[src/rtl/systolic_pkg.sv]
// Shared definitions for the systolic result path: drain FSM states and the
// flat-matrix element addressing used by both the RTL and its bench.
package systolic_pkg;

  typedef enum logic {
    ST_IDLE  = 1'b0,
    ST_DRAIN = 1'b1
  } state_e;

  // Bit offset of element (row, col) inside a flat size x size matrix.
  function automatic int elem_offset(input int row, input int col,
                                     input int size, input int o_bits);
    return (row * size + col) * o_bits;
  endfunction

  // Active dimension N = 1 << size_log2, clamped to the physical array size.
  function automatic int active_n(input int size_log2, input int size);
    if (size_log2 >= 30) return size;
    return ((1 << size_log2) > size) ? size : (1 << size_log2);
  endfunction

endpackage

[src/rtl/systolic_result_drain_if.sv]
// Capture + row-stream bundle between the systolic array, the result drain
// and the downstream consumer. o_checksum exists only with RESULT_DRAIN_CHECKSUM_EN.
interface systolic_result_drain_if #(
  parameter int SIZE     = 4,
  parameter int O_BITS   = 16,
  parameter int IDX_BITS = (SIZE > 1) ? $clog2(SIZE) : 1
);
  localparam int SL_BITS = $clog2(SIZE) + 1;

  logic                        i_done;
  logic [SL_BITS-1:0]          i_size_log2;
  logic [SIZE*SIZE*O_BITS-1:0] i_c_full;
  logic                        i_ready;
  logic                        o_valid;
  logic [SIZE*O_BITS-1:0]      o_row_data;
  logic [IDX_BITS-1:0]         o_row_idx;
  logic                        o_last;
  logic                        o_busy;
  logic                        o_overrun;
`ifdef RESULT_DRAIN_CHECKSUM_EN
  logic [O_BITS-1:0]           o_checksum;
`endif

  // The drain is the master of the row stream.
  modport master (
    input  i_done, i_size_log2, i_c_full, i_ready,
`ifdef RESULT_DRAIN_CHECKSUM_EN
    output o_checksum,
`endif
    output o_valid, o_row_data, o_row_idx, o_last, o_busy, o_overrun
  );

  modport slave (
    output i_done, i_size_log2, i_c_full, i_ready,
`ifdef RESULT_DRAIN_CHECKSUM_EN
    input  o_checksum,
`endif
    input  o_valid, o_row_data, o_row_idx, o_last, o_busy, o_overrun
  );

endinterface

[src/rtl/systolic_result_drain.sv]
// Captures the finished result matrix on i_done and streams it out one row per
// valid/ready beat. Optional running XOR checksum under RESULT_DRAIN_CHECKSUM_EN.
module systolic_result_drain
  import systolic_pkg::*;
#(
  parameter int SIZE     = 4,
  parameter int O_BITS   = 16,
  parameter int IDX_BITS = (SIZE > 1) ? $clog2(SIZE) : 1
) (
  input logic                     i_clock,
  input logic                     i_reset,
  systolic_result_drain_if.master bus
);

  localparam int N_BITS   = $clog2(SIZE) + 1;
  localparam int MAT_BITS = SIZE * SIZE * O_BITS;
  localparam int ROW_BITS = SIZE * O_BITS;

  state_e              state_q, state_d;
  logic [MAT_BITS-1:0] cap_q;
  logic [N_BITS-1:0]   n_q, n_d;
  logic [IDX_BITS-1:0] row_q, row_d;
  logic                overrun_q;

  logic                load;
  logic                overrun_set;
  logic                valid;
  logic                xfer;
  logic                last_row;
  logic [ROW_BITS-1:0] row_data;

  assign valid    = (state_q == ST_DRAIN);
  assign xfer     = valid & bus.i_ready;
  assign n_d      = N_BITS'(active_n(int'(bus.i_size_log2), SIZE));
  assign last_row = (N_BITS'(row_q) == (n_q - N_BITS'(1)));

  // Row select: indexed slice of the capture register, columns >= N masked off.
  always_comb begin
    row_data = '0;
    if (valid) begin
      for (int c = 0; c < SIZE; c++) begin
        if (c < int'(n_q)) begin
          row_data[c*O_BITS +: O_BITS] =
            cap_q[elem_offset(int'(row_q), c, SIZE, O_BITS) +: O_BITS];
        end
      end
    end
  end

  // NOTE: every output of this block gets a default first, so no path through
  // the case leaves a signal unassigned and no latch is inferred.
  always_comb begin
    state_d     = state_q;
    row_d       = row_q;
    load        = 1'b0;
    overrun_set = 1'b0;
    case (state_q)
      ST_IDLE: begin
        if (bus.i_done) begin
          load    = 1'b1;
          state_d = ST_DRAIN;
          row_d   = '0;
        end
      end
      ST_DRAIN: begin
        if (xfer && last_row) begin
          // A capture coinciding with the final transfer restarts with no bubble.
          row_d = '0;
          if (bus.i_done) load = 1'b1;
          else            state_d = ST_IDLE;
        end else begin
          if (xfer)       row_d = row_q + 1'b1;
          if (bus.i_done) overrun_set = 1'b1;
        end
      end
      default: state_d = ST_IDLE;
    endcase
  end

  // NOTE: state is updated only with non-blocking assignments so every
  // register samples the pre-edge values of the others.
  always_ff @(posedge i_clock or posedge i_reset) begin
    if (i_reset) state_q <= ST_IDLE;
    else         state_q <= state_d;
  end

  // NOTE: the capture register is wide but still reset, so pending rows and
  // stale data are gone as soon as reset asserts.
  always_ff @(posedge i_clock or posedge i_reset) begin
    if (i_reset) begin
      cap_q     <= '0;
      n_q       <= '0;
      row_q     <= '0;
      overrun_q <= 1'b0;
    end else begin
      row_q <= row_d;
      if (load) begin
        cap_q <= bus.i_c_full;
        n_q   <= n_d;
      end
      if (overrun_set) overrun_q <= 1'b1;
    end
  end

  assign bus.o_valid    = valid;
  assign bus.o_row_data = row_data;
  assign bus.o_row_idx  = row_q;
  assign bus.o_last     = valid & last_row;
  assign bus.o_busy     = valid;
  assign bus.o_overrun  = overrun_q;

`ifdef RESULT_DRAIN_CHECKSUM_EN
  logic [O_BITS-1:0] csum_q;
  logic [O_BITS-1:0] row_xor;

  always_comb begin
    row_xor = '0;
    for (int c = 0; c < SIZE; c++) row_xor ^= row_data[c*O_BITS +: O_BITS];
  end

  always_ff @(posedge i_clock or posedge i_reset) begin
    if (i_reset)   csum_q <= '0;
    else if (load) csum_q <= '0;
    else if (xfer) csum_q <= csum_q ^ row_xor;
  end

  // On the last beat the final row is folded in early so the full sum is visible.
  assign bus.o_checksum = (valid & last_row) ? (csum_q ^ row_xor) : csum_q;
`endif

endmodule

[src/flat_wrapper.sv]
// flat-port wrapper written by rule: the top's interface ports become plain ports
module systolic_result_drain_flat import systolic_pkg::*;
#(
  parameter int SIZE     = 4,
  parameter int O_BITS   = 16,
  parameter int IDX_BITS = (SIZE > 1) ? $clog2(SIZE) : 1
)
  (i_clock, i_reset, bus_i_done, bus_i_size_log2, bus_i_c_full, bus_i_ready, bus_o_valid, bus_o_row_data, bus_o_row_idx, bus_o_last, bus_o_busy, bus_o_overrun);
  systolic_result_drain_if #(.SIZE(SIZE), .O_BITS(O_BITS), .IDX_BITS(IDX_BITS)) bus_i ();
  input logic i_clock;
  input logic i_reset;
  input wire logic [$bits(bus_i.i_done)-1:0] bus_i_done;
  input wire logic [$bits(bus_i.i_size_log2)-1:0] bus_i_size_log2;
  input wire logic [$bits(bus_i.i_c_full)-1:0] bus_i_c_full;
  input wire logic [$bits(bus_i.i_ready)-1:0] bus_i_ready;
  output wire logic [$bits(bus_i.o_valid)-1:0] bus_o_valid;
  output wire logic [$bits(bus_i.o_row_data)-1:0] bus_o_row_data;
  output wire logic [$bits(bus_i.o_row_idx)-1:0] bus_o_row_idx;
  output wire logic [$bits(bus_i.o_last)-1:0] bus_o_last;
  output wire logic [$bits(bus_i.o_busy)-1:0] bus_o_busy;
  output wire logic [$bits(bus_i.o_overrun)-1:0] bus_o_overrun;
  assign bus_i.i_done = bus_i_done;
  assign bus_i.i_size_log2 = bus_i_size_log2;
  assign bus_i.i_c_full = bus_i_c_full;
  assign bus_i.i_ready = bus_i_ready;
  assign bus_o_valid = bus_i.o_valid;
  assign bus_o_row_data = bus_i.o_row_data;
  assign bus_o_row_idx = bus_i.o_row_idx;
  assign bus_o_last = bus_i.o_last;
  assign bus_o_busy = bus_i.o_busy;
  assign bus_o_overrun = bus_i.o_overrun;
  systolic_result_drain #(.SIZE(SIZE), .O_BITS(O_BITS), .IDX_BITS(IDX_BITS)) u_core (.i_clock(i_clock), .i_reset(i_reset), .bus(bus_i));
endmodule
[config.mk]
export PLATFORM = sky130hd
export DESIGN_NAME = systolic_result_drain_flat
export DESIGN_NICKNAME = d
export VERILOG_FILES = /design/src/rtl/systolic_pkg.sv /design/src/rtl/systolic_result_drain_if.sv /design/src/rtl/systolic_result_drain.sv /design/src/flat_wrapper.sv
export SDC_FILE = /design/constraint.sdc
export NUM_CORES = 1
export LEC_CHECK = 0
export ABC_AREA = 1
export CORE_UTILIZATION = 50
export CTS_CLUSTER_DIAMETER = 200
export DETAILED_ROUTE_END_ITERATION = 6
export PLACE_DENSITY = 0.79
export REMOVE_ABC_BUFFERS = 1
export SLEW_MARGIN = 20
export SYNTH_ARGS = -nofsm -noshare
export SYNTH_HDL_FRONTEND = slang
export SYNTH_SLANG_ARGS = --single-unit
[constraint.sdc]
create_clock -name i_clock -period 13 [get_ports i_clock]
set_clock_uncertainty 0.1 [all_clocks]
set_input_delay 3.25 -clock i_clock [delete_from_list [all_inputs] [get_ports i_clock]]
set_output_delay 3.25 -clock i_clock [all_outputs]
set_load 0.01 [all_outputs]
==> results.cfg, run 1 <==
[synthesis]
post-synth-top-area-fraction_pct = 50.1
synth_area_per_cell_um2 = 7.73
top_flip_flop_cell_by_instance_count_after_synthesis = dfrtp_1
synth.top_cells.by_area = dfrtp_1 50%, nand3_1 20%, nand2_1 8.0%, nor2_1 7.5%, o21ai_0 4.9%
count_leader_synth = nand3_1
synthesis.instances = 1700
combinational_family_with_the_most_area_after_synthesis = simple AND/OR/NAND/NOR gates
synth_enable_flop_cells = 0
post_synth_xor_area_fraction_pct = 0.133
synth-compound-area-share_pct = 7.50
asyncSetResetFlopFracSynth_pct = 100
yosys-top-cells-count = 518 x nand3_1, 281 x nand2_1, 263 x dfrtp_1, 262 x nor2_1, 128 x o21ai_0
synthesis.area_um2 = 13100
synth_area_leader_cell = dfrtp_1
synthDistinctLibCells = 24
post_synth_and_or_nand_nor_area_fraction_pct = 35.5
adder_cell_fraction_of_synth_area_pct = 0.0952
yosysWarnings = 0
muxShareOfSynthArea_pct = 0
post_synthesis_register_bit_count = 263
proportion_of_synthesized_chip_area_in_sequential_cells_pct = 50.1

[min_path]
whs_endpoint = u_core.cap_q[116]
worstHoldStart = u_core.cap_q[116]
min_path_cells = 2
hold_path.class = flip-flop to flip-flop

[floorplan]
core.rowCount = 58
floorplan.die.height_um = 164
dieArea_um2 = 26900
initial_core_utilization_pct = 51.6
die_w_um = 164
floorplan.core_area_um2 = 25500
io-pin-count = 333

[global_routing]
grt_antenna_before_repair = 2
gr-total-overflow = 0
grt_pass1_wl_um = 63500
number_of_global_route_vias_before_repair = 12500
grt_util_all_layers_pct = 29.4
largest_net_degree_at_the_start_of_global_routing = 162

[routing]
drt-wirelength-per-cell_um = 17.6
drt-initial-drc-count = 1545
post_dr_vias_cell = 5.75
via_count = 13100
wirelength_um = 39900
remaining_drc_errors = 0
antenna_violation_net_count_after_detailed_routing = 0
drtPass1Iterations = 5

[placed_design]
port_buffers = 332
dp.final_hpwl_um = 24100
gp_congestion = 0.871

[setup_path]
timing.critical_path.slowest_stage_cell = dfrtp_4
worstSetupStartpointType = flip-flop
timing.critical_path.fanout_max = 77
timing.rr.start = u_core.bus.o_row_idx[0]
r2r_setup_slack_ns = 8.21
max_stage_delay_ns = 0.89
criticalPathCategory = flip-flop to primary output
crit_path_frequent_cell = nand2_1
path_cells = clkinv_2 -> buf_4 -> nand2_1 -> nand2_1 -> nor2_1 -> nand2_1 -> nor2_1 -> clkdlybuf4s50_1
ff2ff_path_depth = 9
worst_path_dominant_cell_family = buffers and inverters
cp-end-kind = primary output
worstReg2RegEnd = u_core.cap_q[221]
critical_path_arrival_ns = 4.09
cp.required_ns = 9.65
number_of_buffers_and_inverters_on_the_critical_path = 3

[clock_tree]
insertion_delay_of_the_later_clocked_pin_in_the_worst_skew_pair_ns = 0.54
clk_pin_slew_worst_paths_ns = 0.06
cts_tree = built
cts_post_setup_buffers_inserted = 0
cts_num_sinks = 263
cts_htree_levels = 1
cts_resized = 0
clock_tree.buffer_depth = 3
clock_tree.root_cell = clkbuf_16
postCtsHoldBufs = 0
number_of_buffers_inserted_during_clock_tree_synthesis = 28

[pwr]
cellLeakagePower_uw = 0.00807
powerDensity_nw_per_um2 = 240
vdd.ir_drop.worst_mv = 0.148

[finish]
finish.net_count = 2178
post-route-util_pct = 67.3
fraction_of_layout_instances_using_a_drive_strength_above_1_pct = 3.87
nFillCells = 2139
area_used_by_multi_input_combinational_logic_um2 = 5710
area_growth_pct = 30.3
area.sequential_um2 = 6590

[timing]
finalHoldWorstSlack_ns = 0.402
timing.final.crit_period_ns = 7.44
worst_slew_pin_slew_ns = 1.13
final-hold-violation-count = 0
rsz0062_at_grt = no
fmaxAchievable_mhz = 134
report.final.setup_viol = 0
finalSetupTns_ns = 0
period_share_pct = 57.2
final_max_slew_viol_count = 0
relSlewSlack_pct = 24.8

[run]
max-cap-violations = 0

[outcome]
run_status = completed
[report_power, final]
part / switching [uW] / internal, uW / total, uW
logic: 1120 / 767 / 1890
registers: 230 / 1190 / 1420
clock network: 334 / 465 / 799
[metal layers]
layer	routed length (um)	part of all wire (%)	track usage (%)
met1	16500	41	39.3
met2	19000	48	48.3
met3	3330	8.3	4.87
met4	1130	2.8	10.2
met5	0	0	0
[layout by cell type, fill, tap and decap left out]
| cell | count |
|---|---|
| nand2_4 | 1 |
| nand2_1 | 280 |
| dfrtp_1 | 261 |
| clkinvlp_4 | 2 |
| nand2_8 | 1 |
| inv_8 | 1 |
| or2_2 | 1 |
| o21ai_0 | 128 |
| nand3_1 | 518 |
| a21oi_1 | 65 |
| nand4_2 | 1 |
| inv_1 | 7 |
| buf_4 | 13 |
| ha_1 | 1 |
| a21boi_0 | 1 |
| o21ai_1 | 1 |
| nor2_1 | 262 |
| clkbuf_16 | 29 |
| clkbuf_1 | 3 |
| dfrtp_4 | 1 |
| diode_2 | 3 |
| nand4_4 | 1 |
| clkdlybuf4s50_1 | 331 |
| clkbuf_8 | 4 |
| xnor2_1 | 1 |
| dfrtp_2 | 1 |
| xor2_1 | 1 |
| clkinv_4 | 1 |
| bufinv_16 | 2 |
| inv_2 | 2 |
| inv_6 | 1 |
| o21bai_1 | 1 |
| clkinv_2 | 12 |
| buf_6 | 1 |
[area by class of cell]
class                      count  share of cell area (%)
multi-input combinational   1264                    33.4
tap                          330                    2.41
inverter                      11                   0.292
antenna                        3                  0.0438
timing repair buffer         346                    20.1
clock inverter                17                   0.862
sequential                   263                    38.4
clock buffer                  35                    4.54
[cell families after synthesis]
logic type      Yosys count
fa+ha+maj                 1
buf+inv                 173
simple gates           1065
flops                   263
xor+xnor                  2
compound gates          196
[worst reg2reg max path, cell delays in order, from the launching register on]
cell	delay [ns]
dfrtp_4	0.89
clkinv_2	0.78
buf_4	0.62
nand2_1	0.18
nand2_1	0.07
nor2_1	0.21
nand4_4	0.67
buf_4	0.76
nand3_1	0.28
nand2_1	0.10
[through the flow]
step | setup slack, ns | std cells | instance area (um^2) | power, uW
after floorplan | 2.41 | 1538 | 12300 | 2560
after global placement | 6.16 | 2214 | 16200 | 3240
after detailed placement | 6.19 | 2214 | 16200 | 3300
after CTS | 5.58 | 2266 | 17100 | 4110
after global routing | 5.39 | 2268 | 17100 | 4420
final | 5.56 | 2269 | 17100 | 4110
[state kept, by name (all words and copies together) (netlist names)]
register,flops
u_core.bus.o_busy,1
u_core.n_q,3
u_core.cap_q,256
u_core.bus.o_overrun,1
u_core.bus.o_row_idx,2
[how the worst max path moves through the flow]
| stage | from | end | slack [ns] | cells after the start |
|---|---|---|---|---|
| global route | u_core.bus.o_row_idx[0] | bus_o_last | 5.39 | 8 |
| CTS | u_core.bus.o_row_idx[0] | bus_o_last | 5.58 | 8 |
| global placement | u_core.bus.o_row_idx[0] | bus_o_last | 6.16 | 8 |
| finish | u_core.bus.o_row_idx[0] | bus_o_last | 5.56 | 8 |
| floorplan | i_reset | u_core.bus.o_busy | 2.41 | 1 |
| detailed placement | u_core.bus.o_row_idx[0] | bus_o_last | 6.19 | 8 |
Note: power is estimated with default switching activity, not from simulation.
==> run 2: changes to the inputs <==
Clock period 13 ns to 7.4 ns, I/O delays scaled along.
==> results.cfg, run 2 (synthesis gave the netlist of run 1 again) <==
[outcome]
run_status = completed

[clock_tree]
cts_tree = built
cts_post_setup_buffers_inserted = 0
insertion_delay_of_the_later_clocked_pin_in_the_worst_skew_pair_ns = 0.55
cts_htree_levels = 1
clock_tree.buffer_depth = 3
number_of_buffers_inserted_during_clock_tree_synthesis = 29
postCtsHoldBufs = 0
clk_pin_slew_worst_paths_ns = 0.06
cts_num_sinks = 263
clock_tree.root_cell = clkbuf_16
cts_resized = 0

[finish]
post-route-util_pct = 67.7
area_growth_pct = 31.1
final_cell_mix = 518 x nand3_1, 331 x clkdlybuf4s50_1, 280 x nand2_1
finish.net_count = 2180
max_reg_flops = 256
nFillCells = 2160
max_flop_register = u_core.cap_q
final_common_cell = nand3_1
fraction_of_layout_instances_using_a_drive_strength_above_1_pct = 3.62
antenna-diode-count = 0

[setup_path]
cp-end-kind = primary output
criticalPathCategory = flip-flop to primary output
path_cells = clkinv_2 -> buf_4 -> o21ai_0 -> a21oi_1 -> clkdlybuf4s50_1
max_stage_delay_ns = 0.93
worstSetupStartpointType = flip-flop
timing.critical_path.fanout_max = 72
timing.critical_path.slowest_stage_cell = dfrtp_4
critical_path_arrival_ns = 3.81
cp.required_ns = 5.45

[timing]
rsz0062_at_grt = no
fmaxAchievable_mhz = 173
report.final.setup_viol = 0
timing.final.crit_period_ns = 5.76
post-route-worst-setup-slack_ns = 1.64
worst_slew_pin_slew_ns = 0.968
final-hold-violation-count = 0
relSlewSlack_pct = 35.4
final_max_slew_viol_count = 0
period_share_pct = 77.9

[floorplan]
core.rowCount = 58
floorplan.die.height_um = 164
floorplan.core_area_um2 = 25500
initial_core_utilization_pct = 51.6
io-pin-count = 333
die_w_um = 164
dieArea_um2 = 26900

[routing]
top_metal_layer_carrying_routed_signals = met5
post_dr_vias_cell = 5.84
via_count = 13200
remaining_drc_errors = 0
wl_met1_um = 16600
wirelength_um = 41100
drt-wirelength-per-cell_um = 18.2
drtPass1Iterations = 6
antenna_violation_net_count_after_detailed_routing = 0
wl_met2_um = 19000
wl_met3_um = 4140
drt-initial-drc-count = 1700

[min_path]
hold_path.class = flip-flop to flip-flop

[global_routing]
grt_util_all_layers_pct = 30.4
grt_antenna_before_repair = 1
gr-total-overflow = 0
grt_pass1_wl_um = 65400
number_of_global_route_vias_before_repair = 12700
largest_net_degree_at_the_start_of_global_routing = 151

[pwr]
cellLeakagePower_uw = 0.00811
vdd.ir_drop.worst_mv = 0.361
powerDensity_nw_per_um2 = 426
power_uw = 7340

[placed_design]
port_buffers = 332
dp.final_hpwl_um = 24700
dp_worst_setup_slack_ns = 2.23
gp_congestion = 0.915

[run]
max-cap-violations = 0
[run 2: cell types whose count changed in the layout (fill, tap and decap cells not counted), moves of 3 or more]
| cell | delta |
|---|---|
| buf_12 | +3 |
| clkbuf_1 | +5 |
| clkbuf_8 | +4 |
| clkinv_2 | -9 |
| diode_2 | -3 |
[run 2: metrics by stage]
stage	std cells	hold slack (ns)	TNS [ns]	instance area [um^2]
after floorplan	1538	0.370	-662.93	12300
after global placement	2215	0.362	0	16200
after detailed placement	2215	0.388	0	16200
after CTS	2266	0.404	0	17200
after global routing	2266	0.420	0	17200
final	2266	0.399	0	17200
[run 2: layout make-up]
class                      count  area [um^2]  area share (%)
clock buffer                  44          852            4.94
clock inverter                 7          138           0.799
inverter                      11         50.0           0.290
multi-input combinational   1264         5710            33.2
sequential                   263         6590            38.2
tap                          330          413            2.40
timing repair buffer         347         3480            20.2
[run 2: critical path: cells and delay by family, from the launching register on]
| family | cells | cell delay [ns] |
|---|---|---|
| compound gates | 2 | 0.36 |
| flops | 1 | 0.93 |
| buf+inv | 3 | 1.89 |
[run 2: final timing paths]
check,startpoint,to,slack (ns),cells after the start
max in group asynchronous,i_reset,u_core.cap_q[75],4.07,3
min in group asynchronous,i_reset,u_core.cap_q[250],1.84,2
hold / removal,u_core.cap_q[73],u_core.cap_q[73],0.40,2
hold reg to reg,u_core.cap_q[73],u_core.cap_q[73],0.40,2
setup / recovery,u_core.bus.o_row_idx[0],bus_o_row_data[19],1.64,5
setup reg to reg,u_core.bus.o_row_idx[0],u_core.cap_q[202],3.04,9
[run 2: routing by layer]
metal / GRT usage (%) / vias up
met5: 0 / -
met1: 41.5 / 6313
met3: 7.47 / 103
met4: 11.3 / 2
met2: 46.8 / 686
li1: - / 6128
[run 2: power breakdown]
part / switching, uW / internal [uW] / total, uW / leakage (uW)
Combinational: 1960 / 1360 / 3320 / 0.00433
Sequential: 424 / 2090 / 2520 / 0.00330
Clock: 580 / 925 / 1500 / 0.000482
Total: 2970 / 4380 / 7340 / 0.00811
